$ cat src/rtl/hdmi_cfg_seq_if.sv
// HDMI config sequencer I2C write-request bundle (sequencer side = master).
// Latency: wires only; the sequencer drives the request fields from registers.
// Backpressure: the sequencer holds i2c_req and the fields until the I2C engine pulses i2c_done.
//
// Ports (signals):
//   i2c_req    : write request, high for the whole transaction
//   i2c_dev    : 7-bit device address
//   i2c_reg    : register address byte
//   i2c_wdata  : register value byte
//   i2c_done   : single-cycle completion pulse from the I2C engine
//   i2c_nack   : qualifies i2c_done; 1 = device NACKed
interface hdmi_cfg_seq_if;
    logic       i2c_req;
    logic [6:0] i2c_dev;
    logic [7:0] i2c_reg;
    logic [7:0] i2c_wdata;
    logic       i2c_done;
    logic       i2c_nack;

    modport master (
        output i2c_req, i2c_dev, i2c_reg, i2c_wdata,
        input  i2c_done, i2c_nack
    );

    modport slave (
        input  i2c_req, i2c_dev, i2c_reg, i2c_wdata,
        output i2c_done, i2c_nack
    );
endinterface

$ cat src/rtl/hdmi_cfg_seq.sv
// Walks a config ROM and writes each {reg,val} entry to an HDMI transmitter over I2C, with NACK retries.
// Latency: PWRUP_CYCLES wait, then FETCH/LATCH (2 cycles) before each request; RETRY_GAP idle before a retry.
// Backpressure: one outstanding request; the sequencer stalls in ISSUE until i2c_done.
//
// Ports:
//   sys0_clk, sys0_rstn : clock and synchronous active-low reset
//   start, hpd          : re-sequence pulse and synchronous hot-plug level
//   tbl_addr, tbl_data  : ROM read address / data (data valid one cycle after address)
//   i2c                 : I2C write-request bundle (master modport)
//   busy, done, error   : status; err_index holds the index of the entry that exhausted its retries
module hdmi_cfg_seq #(
    parameter logic [6:0] DEV_ADDR     = 7'h39,
    parameter int         NUM_REGS     = 16,
    parameter int         PWRUP_CYCLES = 200000,
    parameter int         MAX_RETRY    = 3,
    parameter int         RETRY_GAP    = 1000
) (
    input  logic           sys0_clk,
    input  logic           sys0_rstn,
    input  logic           start,
    input  logic           hpd,
    output logic [7:0]     tbl_addr,
    input  logic [15:0]    tbl_data,
    hdmi_cfg_seq_if.master i2c,
    output logic           busy,
    output logic           done,
    output logic           error,
    output logic [7:0]     err_index
);

    // One down-counter serves both the power-up wait and the retry gap.
    localparam int CNT_MAX = (PWRUP_CYCLES > RETRY_GAP) ? PWRUP_CYCLES : RETRY_GAP;
    localparam int CNT_W   = $clog2(CNT_MAX + 1);
    localparam int RTY_W   = (MAX_RETRY < 1) ? 1 : $clog2(MAX_RETRY + 1);

    localparam logic [CNT_W-1:0] PWRUP_LOAD = CNT_W'(PWRUP_CYCLES - 1);
    localparam logic [CNT_W-1:0] GAP_LOAD   = CNT_W'(RETRY_GAP - 1);
    localparam logic [RTY_W-1:0] RTY_LIMIT  = RTY_W'(MAX_RETRY);
    localparam logic [7:0]       LAST_IDX   = 8'(NUM_REGS - 1);

    typedef enum logic [2:0] {
        IDLE, WAIT, FETCH, LATCH, ISSUE, RETRY, DONE, ERROR
    } state_t;

    state_t           state, state_d;
    logic [7:0]       idx, idx_d;
    logic [CNT_W-1:0] cnt, cnt_d;
    logic [RTY_W-1:0] rty, rty_d;
    logic             pend, pend_d;
    logic [7:0]       reg_q, reg_d;
    logic [7:0]       wdata_q, wdata_d;
    logic [7:0]       eidx, eidx_d;
    logic             restart_now;

    // hpd history tracks the pin even during reset, so a level that is
    // already high when reset releases is not mistaken for a plug-in.
    logic hpd_q;
    logic hpd_rise;
    logic hpd_fall;
    logic restart_evt;

    always_ff @(posedge sys0_clk) begin
        hpd_q <= hpd;
    end

    assign hpd_rise    = hpd & ~hpd_q;
    assign hpd_fall    = ~hpd & hpd_q;
    // start and a plug-in in the same cycle collapse into a single restart.
    assign restart_evt = start | hpd_rise;

    always_ff @(posedge sys0_clk) begin
        if (!sys0_rstn) begin
            state   <= WAIT;
            idx     <= '0;
            cnt     <= PWRUP_LOAD;
            rty     <= '0;
            pend    <= 1'b0;
            reg_q   <= '0;
            wdata_q <= '0;
            eidx    <= '0;
        end else begin
            state   <= state_d;
            idx     <= idx_d;
            cnt     <= cnt_d;
            rty     <= rty_d;
            pend    <= pend_d;
            reg_q   <= reg_d;
            wdata_q <= wdata_d;
            eidx    <= eidx_d;
        end
    end

    always_comb begin
        state_d     = state;
        idx_d       = idx;
        cnt_d       = cnt;
        rty_d       = rty;
        pend_d      = pend;
        reg_d       = reg_q;
        wdata_d     = wdata_q;
        eidx_d      = eidx;
        restart_now = 1'b0;

        case (state)
            IDLE: begin
                restart_now = restart_evt;
            end
            DONE, ERROR: begin
                restart_now = restart_evt;
                if (hpd_fall) begin
                    state_d = IDLE;
                end
            end
            WAIT: begin
                restart_now = restart_evt | pend;
                if (cnt == '0) begin
                    state_d = FETCH;
                end else begin
                    cnt_d = cnt - 1'b1;
                end
            end
            FETCH: begin
                // tbl_addr already presents idx; the ROM answers next cycle.
                restart_now = restart_evt | pend;
                state_d     = LATCH;
            end
            LATCH: begin
                restart_now = restart_evt | pend;
                reg_d       = tbl_data[15:8];
                wdata_d     = tbl_data[7:0];
                rty_d       = '0;
                state_d     = ISSUE;
            end
            ISSUE: begin
                // A bus transaction is never abandoned: a restart seen here
                // waits for i2c_done and then wins over ACK/NACK handling.
                if (restart_evt) begin
                    pend_d = 1'b1;
                end
                if (i2c.i2c_done) begin
                    if (pend || restart_evt) begin
                        restart_now = 1'b1;
                    end else if (!i2c.i2c_nack) begin
                        if (idx == LAST_IDX) begin
                            state_d = DONE;
                        end else begin
                            idx_d   = idx + 8'd1;
                            state_d = FETCH;
                        end
                    end else if (rty < RTY_LIMIT) begin
                        rty_d   = rty + 1'b1;
                        cnt_d   = GAP_LOAD;
                        state_d = RETRY;
                    end else begin
                        eidx_d  = idx;
                        state_d = ERROR;
                    end
                end
            end
            RETRY: begin
                restart_now = restart_evt | pend;
                if (cnt == '0) begin
                    state_d = ISSUE;
                end else begin
                    cnt_d = cnt - 1'b1;
                end
            end
            default: begin
                state_d = WAIT;
            end
        endcase

        if (restart_now) begin
            state_d = WAIT;
            idx_d   = '0;
            cnt_d   = PWRUP_LOAD;
            rty_d   = '0;
            pend_d  = 1'b0;
            eidx_d  = '0;
        end
    end

    assign tbl_addr      = idx;
    assign i2c.i2c_req   = (state == ISSUE);
    assign i2c.i2c_dev   = DEV_ADDR;
    assign i2c.i2c_reg   = reg_q;
    assign i2c.i2c_wdata = wdata_q;

    assign busy      = state inside {WAIT, FETCH, LATCH, ISSUE, RETRY};
    assign done      = (state == DONE);
    assign error     = (state == ERROR);
    assign err_index = eidx;

endmodule
$ cat src/flat_wrapper.sv
// flat-port wrapper written by rule: the top's interface ports become plain ports
module hdmi_cfg_seq_flat 
#(
    parameter logic [6:0] DEV_ADDR     = 7'h39,
    parameter int         NUM_REGS     = 16,
    parameter int         PWRUP_CYCLES = 200000,
    parameter int         MAX_RETRY    = 3,
    parameter int         RETRY_GAP    = 1000
)
  (sys0_clk, sys0_rstn, start, hpd, tbl_addr, tbl_data, busy, done, error, err_index, i2c_i2c_req, i2c_i2c_dev, i2c_i2c_reg, i2c_i2c_wdata, i2c_i2c_done, i2c_i2c_nack);
  hdmi_cfg_seq_if i2c_i ();
  input  logic sys0_clk;
  input  logic sys0_rstn;
  input  logic start;
  input  logic hpd;
  output logic [7:0] tbl_addr;
  input  logic [15:0] tbl_data;
  output logic busy;
  output logic done;
  output logic error;
  output logic [7:0] err_index;
  output wire logic [$bits(i2c_i.i2c_req)-1:0] i2c_i2c_req;
  output wire logic [$bits(i2c_i.i2c_dev)-1:0] i2c_i2c_dev;
  output wire logic [$bits(i2c_i.i2c_reg)-1:0] i2c_i2c_reg;
  output wire logic [$bits(i2c_i.i2c_wdata)-1:0] i2c_i2c_wdata;
  input wire logic [$bits(i2c_i.i2c_done)-1:0] i2c_i2c_done;
  input wire logic [$bits(i2c_i.i2c_nack)-1:0] i2c_i2c_nack;
  assign i2c_i2c_req = i2c_i.i2c_req;
  assign i2c_i2c_dev = i2c_i.i2c_dev;
  assign i2c_i2c_reg = i2c_i.i2c_reg;
  assign i2c_i2c_wdata = i2c_i.i2c_wdata;
  assign i2c_i.i2c_done = i2c_i2c_done;
  assign i2c_i.i2c_nack = i2c_i2c_nack;
  hdmi_cfg_seq #(.DEV_ADDR(DEV_ADDR), .NUM_REGS(NUM_REGS), .PWRUP_CYCLES(PWRUP_CYCLES), .MAX_RETRY(MAX_RETRY), .RETRY_GAP(RETRY_GAP)) u_core (.sys0_clk(sys0_clk), .sys0_rstn(sys0_rstn), .start(start), .hpd(hpd), .tbl_addr(tbl_addr), .tbl_data(tbl_data), .i2c(i2c_i), .busy(busy), .done(done), .error(error), .err_index(err_index));
endmodule
$ cat config.mk
export PLATFORM = sky130hd
export DESIGN_NAME = hdmi_cfg_seq_flat
export DESIGN_NICKNAME = d
export VERILOG_FILES = /design/src/rtl/hdmi_cfg_seq_if.sv /design/src/rtl/hdmi_cfg_seq.sv /design/src/flat_wrapper.sv
export SDC_FILE = /design/constraint.sdc
export NUM_CORES = 1
export LEC_CHECK = 0
export ABC_AREA = 0
export CAP_MARGIN = 10
export CORE_MARGIN = 3
export CORE_UTILIZATION = 49
export CTS_BUF_LIST = sky130_fd_sc_hd__clkbuf_8 sky130_fd_sc_hd__clkbuf_16
export CTS_CLUSTER_DIAMETER = 30
export DETAILED_ROUTE_END_ITERATION = 8
export GPL_TIMING_DRIVEN = 0
export PLACE_DENSITY = 0.9
export SLEW_MARGIN = 5
export SYNTH_ARGS = -nofsm -noshare
export SYNTH_HDL_FRONTEND = slang
export SYNTH_SLANG_ARGS = --single-unit
$ cat constraint.sdc
create_clock -name sys0_clk -period 2.36 [get_ports sys0_clk]
set_clock_uncertainty 0.1 [all_clocks]
set_input_delay 0.59 -clock sys0_clk [delete_from_list [all_inputs] [get_ports sys0_clk]]
set_output_delay 0.59 -clock sys0_clk [all_outputs]
set_load 0.05 [all_outputs]
==> flow_summary.toml <==
[die]
core-area_mm2 = 0.00524
dieHeight_um = 80.3
initial_utilization_pct = 51.6
ios = 65
die_w_um = 80.3
design.die.area_mm2 = 0.00645
num_rows = 26

[min_path]
hp-start = "u_core.i2c.i2c_wdata[5]"
hold_end = "u_core.i2c.i2c_wdata[5]"
min_delay_path_depth = 2
hold_path_class = "flop to flop"

[synth]
synth_compound_area_share_pct = 14.9
yosys.area.top_type_share_pct = 42.2
yosys-top-cells-count = "57 x dfxtp_1, 46 x nand2_1, 27 x nor2_1"
synthFlopType = "dfxtp_1"
synth_top_family_by_area = "simple AND/OR/NAND/NOR gates"
netlist.top_cell.by_area = "dfxtp_1"
synth.area.mux_share_pct = 3.70
synth_edf_count = 0
netlist_top_cells_area = "dfxtp_1 42%, nand2_1 6.4%, a21boi_0 4.4%"
yosys.area_share.adder_pct = 1.39
synth_xor_area_share_pct = 4.53
netlist_instances = 311
ys_types = 56
yosys_warnings = 0
synth-simple-area-share_pct = 27.5
synth_area_mm2 = 0.00270
synth-seq-area-share_pct = 42.2
avgSynthCellArea_um2 = 8.69
ys_ff_latch = 57
ys_async_sr_fraction_pct = 0
synth_most_common_cell = "dfxtp_1"

[clocking]
clock_path_buffers = 2
clk_pin_slew_ns = 0.06
cts_max_level = 3
cts_buffers = 9
clkSinkCount = 57
cts_tree = "yes"
cts_root_buf = "clkbuf_8"
clock_latency_ns = 0.32

[place]
dp_hpwl_um = 4810
gp_congestion = 0.875
dp.cells = 443
place_ws_ns = -0.228
io_buffer_count = 57

[drt]
drc = 0
wirelength_um = 6600
routed_via_density = 5.40
drtIter0Drc = 129
num_vias = 2478
ant_nets = 0
drt_pass1_iterations = 4
avgRoutedWirePerCell_um = 14.4

[power_and_ir_drop]
irDropWorstVdd_uv = 347
p_leak_uw = 0.00133
p_per_area_mw_per_mm2 = 537

[finish]
fillCellCount = 437
layout.nets = 409
antennaDiodeCount = 0
area_growth_pct = 32.8
largest_reg_flops = 18
top_register = "u_core.cnt"
fin_cells = 459
layout-drive-gt1-share_pct = 13.6

[grt]
grt_pass1_wl_um = 11200
globalRouteTotalUtil_pct = 22.3
overflow = 0
antenna_found_initial = 0
grt_start_max_net_pins = 11
grt_pass1_vias = 2469

[sta]
setup_slack_ns = 0.0610
fin_crit_sh_pct = 97.4
rsz0062_at_grt = "false"
setup_tns_ns = 0
fmax_ghz = 0.435
setup_viol = 0
slew_violations = 0
worstMarginPinSlew_ns = 0.620
period_needed_ns = 2.30
slew_headroom_pct = 58.7
whs_ns = 0.365
hold_viol = 0

[flow_run]
drv_cap = 0

[critical_path]
crit_path_end_kind = "output port"
r2r_end = "u_core.cnt[9]"
crit_fanout = 10
r2r-start = "u_core.cnt[5]"
cp-start-kind = "flop"
cp.required_ns = 1.67
worst_ep_arrival_time_ns = 1.61
r2r_cells = 6
rrSetupSlack_ns = 0.14
worstSetupPathType = "flop to output port"

[run_status]
status = "finished clean"
cell families after synthesis:
logic type               Yosys count
AND/OR/NAND/NOR                  139
AO/OA/AOI/OAI                     57
flip-flops                        57
buffers and inverters             29
XOR/XNOR                          14
multiplexers                      10
adder cells (fa/ha/maj)            3
other                              2
timing repair:
action	in CTS	in global routing
pin swaps	1	1
hold buffers	0	0
buffers inserted	0	1
gates resized for setup	16	8
endpoints found under the setup margin	5	10
critical path: stages, from the launching register on:
cell and delay [ns]:
dfxtp_1 0.33, clkbuf_2 0.19, or3_1 0.40, and2_1 0.16, buf_2 0.20
layer usage:
metal | global-route usage (%) | routed length, um | vias to the layer above
li1 | - | - | 1225
met1 | 24.8 | 2820 | 1161
met2 | 40.0 | 3230 | 80
met3 | 6.05 | 415 | 12
met4 | 8.78 | 133 | 0
met5 | 0 | 0 | -
cell type report:
| class | count | area (um2) | area share, % |
|---|---|---|---|
| multi-input combinational | 230 | 1450 | 40.3 |
| inverter | 7 | 26.3 | 0.732 |
| timing repair buffer | 58 | 576 | 16.0 |
| tap | 70 | 87.6 | 2.44 |
| buffer | 21 | 121 | 3.38 |
| clock inverter | 3 | 13.8 | 0.383 |
| sequential | 57 | 1140 | 31.8 |
| clock buffer | 13 | 179 | 4.98 |
worst max path at each step:
stage / from / to / depth (start not counted)
after floorplan: u_core.cnt[0] / u_core.cnt[1] / 7
after global placement: u_core.state[1] / i2c_i2c_req / 4
after detailed placement: start / u_core.err_index[2] / 7
after CTS: u_core.state[2] / busy / 4
after global routing: start / u_core.err_index[7] / 7
final: u_core.state[2] / busy / 4
stage by stage:
step / total power (uW) / area (um2) / utilization, %
3_3_place_gp: 1090 / 3390 / 64.6
4_1_cts: 1950 / 3570 / 68.2
5_1_grt: 2000 / 3590 / 68.5
3_5_place_dp: 1100 / 3390 / 64.6
6_report: 1930 / 3590 / 68.5
2_1_floorplan: 1050 / 2730 / -
where the power goes:
part           internal [uW]  leakage [uW]  switching, uW
logic                   51.7      0.000767           58.3
clock network            488      0.000107            364
registers                964      0.000460           1.78
placed cells by master (no fill, tap or decap), types with 9 or more instances in the layout:
cell / instances
a21boi_0: 16
a21oi_1: 10
buf_4: 9
clkbuf_8: 13
clkdlybuf4s50_1: 52
dfxtp_1: 57
mux2i_1: 10
nand2_1: 46
nand3_1: 12
nor2_1: 27
nor3_1: 9
Note: power is estimated with default switching activity, not from simulation.
